--- src/rtl/demux1_4_dispatch.sv ---
// 1-to-4 registered demultiplexer: one producer stream steered by select or round-robin
// into four independent one-entry lane registers, each with a wrapping delivered-beat counter.
module demux1_4_dispatch #(
    parameter int W     = 8,
    parameter int CNT_W = 8
) (
    input  logic             clk,
    input  logic             reset_n,
    input  logic             in_valid,
    output logic             in_ready,
    input  logic [W-1:0]     in_data,
    input  logic [1:0]       S,
    input  logic             rr_mode,
    output logic [3:0]       out_valid,
    input  logic [3:0]       out_ready,
    output logic [4*W-1:0]   out_data,
    output logic [1:0]       rr_ptr,
    output logic [4*CNT_W-1:0] cnt
);

    typedef enum logic [1:0] {P0, P1, P2, P3} rr_state_e;

    rr_state_e        rr_q, rr_d;
    logic [3:0]       valid_q, valid_d;
    logic [W-1:0]     data_q [4];
    logic [W-1:0]     data_d [4];
    logic [CNT_W-1:0] cnt_q  [4];
    logic [CNT_W-1:0] cnt_d  [4];

    logic [1:0] sel;
    logic [3:0] free;
    logic [3:0] drain;
    logic       accept;

    // A lane can take a new beat if it is empty or being emptied this very cycle.
    always_comb begin
        sel      = rr_mode ? 2'(rr_q) : S;
        free     = ~valid_q | out_ready;
        drain    = valid_q & out_ready;
        in_ready = reset_n & free[sel];
        accept   = in_valid & in_ready;
    end

    // NOTE: every variable gets a default at the top so no path leaves it unassigned (no latches).
    always_comb begin
        valid_d = valid_q;
        for (int i = 0; i < 4; i++) begin
            data_d[i] = data_q[i];
            cnt_d[i]  = cnt_q[i] + {{(CNT_W-1){1'b0}}, drain[i]};
            if (drain[i]) begin
                valid_d[i] = 1'b0;
            end
            if (accept && (sel == i[1:0])) begin
                valid_d[i] = 1'b1;
                data_d[i]  = in_data;
            end
        end
    end

    always_comb begin
        rr_d = rr_q;
        if (accept && rr_mode) begin
            unique case (rr_q)
                P0:      rr_d = P1;
                P1:      rr_d = P2;
                P2:      rr_d = P3;
                default: rr_d = P0;
            endcase
        end
    end

    // NOTE: state updates use non-blocking assignments so all flops sample pre-edge values.
    always_ff @(posedge clk or negedge reset_n) begin
        if (!reset_n) begin
            rr_q    <= P0;
            valid_q <= '0;
            // NOTE: the small data array is reset because out_data is architecturally zero after reset.
            for (int i = 0; i < 4; i++) begin
                data_q[i] <= '0;
                cnt_q[i]  <= '0;
            end
        end else begin
            rr_q    <= rr_d;
            valid_q <= valid_d;
            for (int i = 0; i < 4; i++) begin
                data_q[i] <= data_d[i];
                cnt_q[i]  <= cnt_d[i];
            end
        end
    end

    always_comb begin
        out_valid = valid_q;
        rr_ptr    = 2'(rr_q);
        out_data  = '0;
        cnt       = '0;
        for (int i = 0; i < 4; i++) begin
            out_data[i*W +: W]     = data_q[i];
            cnt[i*CNT_W +: CNT_W]  = cnt_q[i];
        end
    end

endmodule

--- config.mk ---
export PLATFORM = sky130hd
export DESIGN_NAME = demux1_4_dispatch
export DESIGN_NICKNAME = d
export VERILOG_FILES = /design/src/rtl/demux1_4_dispatch.sv
export SDC_FILE = /design/constraint.sdc
export NUM_CORES = 1
export LEC_CHECK = 0
export ABC_AREA = 1
export CAP_MARGIN = 5
export CORE_AREA = 2 2 82 84
export CTS_CLUSTER_SIZE = 12
export DETAILED_ROUTE_END_ITERATION = 10
export DIE_AREA = 0 0 84 86
export PLACE_DENSITY = 0.83
export SYNTH_ARGS = -nofsm -noshare
export SYNTH_HDL_FRONTEND = slang
export SYNTH_SLANG_ARGS = --single-unit
export TNS_END_PERCENT = 50
--- constraint.sdc ---
create_clock -name clk -period 2.3 [get_ports clk]
set_clock_uncertainty 0.15 [all_clocks]
set_input_delay 0.46 -clock clk [delete_from_list [all_inputs] [get_ports clk]]
set_output_delay 0.46 -clock clk [all_outputs]
set_load 0.01 [all_outputs]
# Yosys cells after proc, flatten, opt, wreduce, memory -nomap -nowiden
# Index checks and enable logic that the tools add are counted.
word_totals:
  register_bits: 70
  in_bits: 18
  out_inout_bits: 71
  wordCells: 51
classes:
  add_sub_neg: 4
  order_cmp: 1
  n_eq_ne: 5
  muxes: 12
  n_bitwise: 5
  n_reduce_logical: 11
op_table:
  columns: ["op", "count"]
  rows:
  - ["adder 8 x 1 -> 8 bit", 4]
  - ["two-way mux 1 bit", 9]
  - ["nonzero test 2 bit", 4]
  - ["== test 2 bit (second input constant)", 3]
  - ["one-hot mux 2 bit (3 select lines)", 1]
  - ["logical AND 1 bit", 5]
  - ["AND 4 bit", 1]
  - ["== test 2 x 1 -> 1 bit (second input constant)", 2]
  - ["logical NOT 2 bit", 2]
  - ["inverter 4 bit", 1]
  - ["OR 4 bit", 1]
  - ["less-than comparator 2 x 3 -> 1 bit (second input constant)", 1]
  - ["AND 1 bit", 2]
  - ["binary-select mux 1 bit (select 2 bit)", 1]
  - ["two-way mux 2 bit", 1]

# Depth between registers and ports, before layout
logic_depth:
  depth_word: 8
  mapped_depth: 10
  ltp_nobuf: 9

# Worst setup path after synthesis
# OpenSTA, ideal clock, no wires.
synth_path:
  path_type: "input -> output"
  start: "in rr_mode"
  end: "out in_ready"
  arrival_ns: 1.254
  required_ns: 1.690
  setup_slack_ns: 0.436
  stages: 7
  path_buffers: 2
  cell_sequence: "buf_6 > nand2_1 > nand2_4 > nand3_2 > nand2_2 > nor2_4 > buf_6"
synth_via:
  elab_chain_cells: 4
synth_rtl:
  columns: ["item", "line", "source"]
  rows:
  - ["start, declared", "13", "input logic rr_mode,"]
  - ["two-way mux 2 bit", "37", "sel = rr_mode ? 2'(rr_q) : S;"]
  - ["binary-select mux 1 bit (select 2 bit)", "40", "in_ready = reset_n & free[sel];"]
  - ["two-way mux 1 bit (implied by the code)", "40", null]
  - ["AND 1 bit", "40", null]
  - ["end, declared", "10", "output logic in_ready,"]
# Every way passes these cells. The select of a mux whose other input is x is not followed.

# Worst setup path in the final report
# Same ends and word-level chain as after synthesis.

==> impl_metrics.env <==
export IMPL_die_h_um=86
export IMPL_critical_path_top_delay_family="buffers and inverters"
export IMPL_max_slew_margin_rel_pct=42.8
export IMPL_finalWorstPathRequiredPeriod_ns=2.25
export IMPL_r2r_slack_ns=0.51
export IMPL_critical_path_slowest_cell="clkdlybuf4s50_1"
export IMPL_final_design_area_no_fill_um2=4480
export IMPL_layout_cells_most_common="clkdlybuf4s50_1"
export IMPL_combinational_family_with_the_most_area_after_synthesis="simple AND/OR/NAND/NOR gates"
export IMPL_postSynthCellCount=305
export IMPL_setup_repair_after_global_routing_missed_its_margin="false"
export IMPL_critPathMaxFanout=6
export IMPL_synth_xor_area_share_pct=6.61
export IMPL_max_freq_ghz=0.445
export IMPL_hpwlAfterDp_mm=5.29
export IMPL_row_count=29
export IMPL_ioPinCount=89
export IMPL_antenna_cells_inserted=0
export IMPL_grt_overflow_total=0
export IMPL_power_share_sequential_pct=40.2
export IMPL_status="completed"
export IMPL_drtAntennaViolNets=0
export IMPL_finalMaxSlewViolations=0
export IMPL_floorplan_core_area_um2=6280
export IMPL_ff2ff_path_depth=9
export IMPL_vdd_ir_drop_max_v=0.000707
export IMPL_maximum_number_of_pins_on_one_net_before_global_route_repair=71
export IMPL_postSynthAreaPerCell_um2=10.4
export IMPL_cellInternalPower_uw=3360
export IMPL_data_required_time_of_the_worst_path_ns=1.69
export IMPL_gr_usage_met3_pct=6.06
export IMPL_ctsHtreeMaxLevel=3
export IMPL_synth_fa_ha_area_share_pct=3.93
export IMPL_tns_setup_ns=0
export IMPL_power_leakage_uw=0.00221
export IMPL_globalplace_congestion=0.823
export IMPL_clkTransAtPathRegs_ns=0.08
export IMPL_post_place_cells=482
export IMPL_clock_power_share_pct=20.1
export IMPL_syn_num_nets=333
export IMPL_switching_power_share_of_the_total_pct=34.4
export IMPL_timing_hold_worst_class="input pin to async pin"
export IMPL_report_final_setup_viol=0
export IMPL_cp_start_kind="input pin"
export IMPL_initial_core_util_pct=50.7
export IMPL_tritoncts="yes"
export IMPL_nFillCells=472
export IMPL_postCtsSetupBuffers=0
export IMPL_vias_per_cell=5.16
export IMPL_footprint_of_the_multi_input_gates_um2=1300
export IMPL_post_layout_total_power_uw=5120
export IMPL_whs_ns=0.243
export IMPL_combinationalPowerShare_pct=39.7
export IMPL_type_of_the_setup_path_with_the_least_slack="input pin to output port"
export IMPL_grt_met1_usage_pct=29.6
export IMPL_layout_worst_path_cycle_share_pct=97.7
export IMPL_die_area_um2=7220
export IMPL_post_synth_mux_area_share_pct=0
export IMPL_detailroute_via_count=2571
export IMPL_post_layout_nonfiller_instances=498
export IMPL_drc=0
export IMPL_timing_final_hold_violations=0
export IMPL_synth_compound_area_share_pct=0.629
export IMPL_ys_seq_area_share_pct=55.1
export IMPL_worst_skew_pair_late_latency_ns=0.34
export IMPL_crit_path_max_incr_delay_ns=0.47
export IMPL_cts_path_max_buffers=2
export IMPL_power_per_cell_area_nw_per_um2=1140
export IMPL_chipWidth_um=84
export IMPL_port_buffers=88
export IMPL_synth_cell_area_um2=3180
export IMPL_fin_nets=444
export IMPL_globalRouteMet2Util_pct=32.9
export IMPL_clock_sinks=70
export IMPL_drtPass1Iterations=4
export IMPL_placed_cell_area_um2=4250
export IMPL_detail_route_wirelength_mm=7.30
export IMPL_synthDistinctLibCells=26
export IMPL_cp_buffers_inverters=4
export IMPL_vias_in_the_first_global_route=2492
export IMPL_regToRegStartpoint="rr_ptr[1]$_DFFE_PN0P_"
export IMPL_post_drt_wl_per_cell_um=14.7
export IMPL_ctsRootBufferMaster="clkbuf_8"
export IMPL_final_layout_size_suffix_gt1_share_pct=15.9
export IMPL_synth_yosys_warnings=0
export IMPL_grt_util_all_layers_pct=21.4
export IMPL_crit_chain="clkdlybuf4s50_1, buf_6, inv_6, nand2_4, nand2_4, nand3_2, nand3_4, nor2_4, buf_6"
export IMPL_worstReg2RegEnd="out_data[18]$_DFFE_PN0P_"
export IMPL_synth_simple_gate_area_share_pct=28.8
export IMPL_yosys_register_bits=70
export IMPL_seq_area_um2=1750
export IMPL_final_cell_mix="clkdlybuf4s50_1 (86), nand2_1 (82), dfrtp_1 (70), nand4_1 (36)"
export IMPL_number_of_antenna_violations_at_the_first_check_in_global_routing=0
export IMPL_critical_path_endpoint_type="output port"
export IMPL_first_pass_grt_wire_length_mm=12.2
export IMPL_sw_pwr_uw=1760
export IMPL_grt_busiest_layer="met2"
export IMPL_initialDrtViolationCount=155
export IMPL_max_cap_violations=0
export IMPL_areaGrowthSynthToFinish_pct=40.9
export IMPL_cp_data_arrival_time_ns=1.64
export IMPL_cts_inserted_buffers=9
export IMPL_worst_slew_pin_transition_ns=0.859
worst max path at each step:
stage | startpoint | end | slack (ns) | cells after the start
6_report | rr_mode | in_ready | 0.05 | 9
4_1_cts | rr_mode | in_ready | 0.03 | 9
5_1_grt | rr_mode | in_ready | 0.01 | 9
3_3_place_gp | rr_mode | in_ready | -0.37 | 9
2_1_floorplan | rr_mode | in_ready | 0.44 | 7
3_5_place_dp | rr_mode | in_ready | -0.38 | 9
cell usage after synthesis:
master,n,area (um2)
nand2_1,82,308
dfrtp_1,70,1750
nand4_1,36,225
inv_1,18,67.6
xor2_1,18,158
ha_1,10,125
nand3_1,10,50.1
nor2_1,10,37.5
nand2_2,7,43.8
xnor2_1,6,52.6
nand3_2,5,50.1
buf_6,4,45.0
nand2_4,4,45.0
nand4_4,4,85.1
o21ai_1,4,20.0
nor2_2,3,18.8
buf_2,2,10.0
clkbuf_4,2,15.0
inv_2,2,7.51
nor3_1,2,10.0
and3_1,1,6.26
clkinv_1,1,3.75
inv_6,1,8.76
nor2_4,1,11.3
nor2_8,1,20.0
or2_2,1,6.26
worst reg2reg max path: stages (launching register included):
cell and delay (ns):
dfrtp_1 0.43, inv_1 0.09, nand2_1 0.12, nand2_4 0.07, nand3_2 0.08, nand3_4 0.07
nor2_4 0.13, buf_4 0.32, nand4_1 0.15, nand2_1 0.10
per-layer routing:
| layer | vias to the layer above | wire length (um) |
|---|---|---|
| met4 | 0 | 88 |
| met1 | 1231 | 3350 |
| met5 | - | 0 |
| met3 | 10 | 459 |
| met2 | 89 | 3400 |
| li1 | 1241 | - |
logic make-up (layout without fill, tap and decap cells):
family | count (synthesis) | in the layout
xor gates and xnor gates | 24 | 24
AOI/OAI and AO/OA | 4 | 4
adders and majority gates | 10 | 10
and+or+nand+nor | 167 | 167
buffers and inverters | 30 | 146
DFF | 70 | 70
repair_timing:
action | 4_1_cts | 5_1_grt
endpoints found under the setup margin | 1 | 1
hold buffers | 0 | 0
gates resized for setup | 5 | 5
pin swaps | 0 | 2
power by group through the flow:
stage                     Clock [uW]  Sequential, uW  Combinational, uW
final                           1030            2060               2030
after detailed placement           0            2070               2040
after global routing            1120            2120               2210
after global placement             0            2060               1980
after floorplan                    0            2240                582
after CTS                       1050            2060               2040
sequential cells by signal, indices dropped and copies added, names as in the netlist:
name,cells
cnt,32
out_data,32
out_valid,4
rr_ptr,2
final cells by class:
cell class              instances  area share, %
well taps                      77           2.15
clock inverters                 6           1.54
inverters                      22           1.95
clock buffers                  10           3.07
repair buffers                108           23.3
multi-input cells             205           28.9
flip-flops and latches         70           39.1
through the flow:
step                      worst slack, ns  utilization [%]
final                              0.0534             71.4
after global routing               0.0104             71.4
after CTS                          0.0294             70.9
after detailed placement           -0.383             67.7
after global placement             -0.366             67.7
after floorplan                     0.436                -
Power figures use the tool's default switching activity.
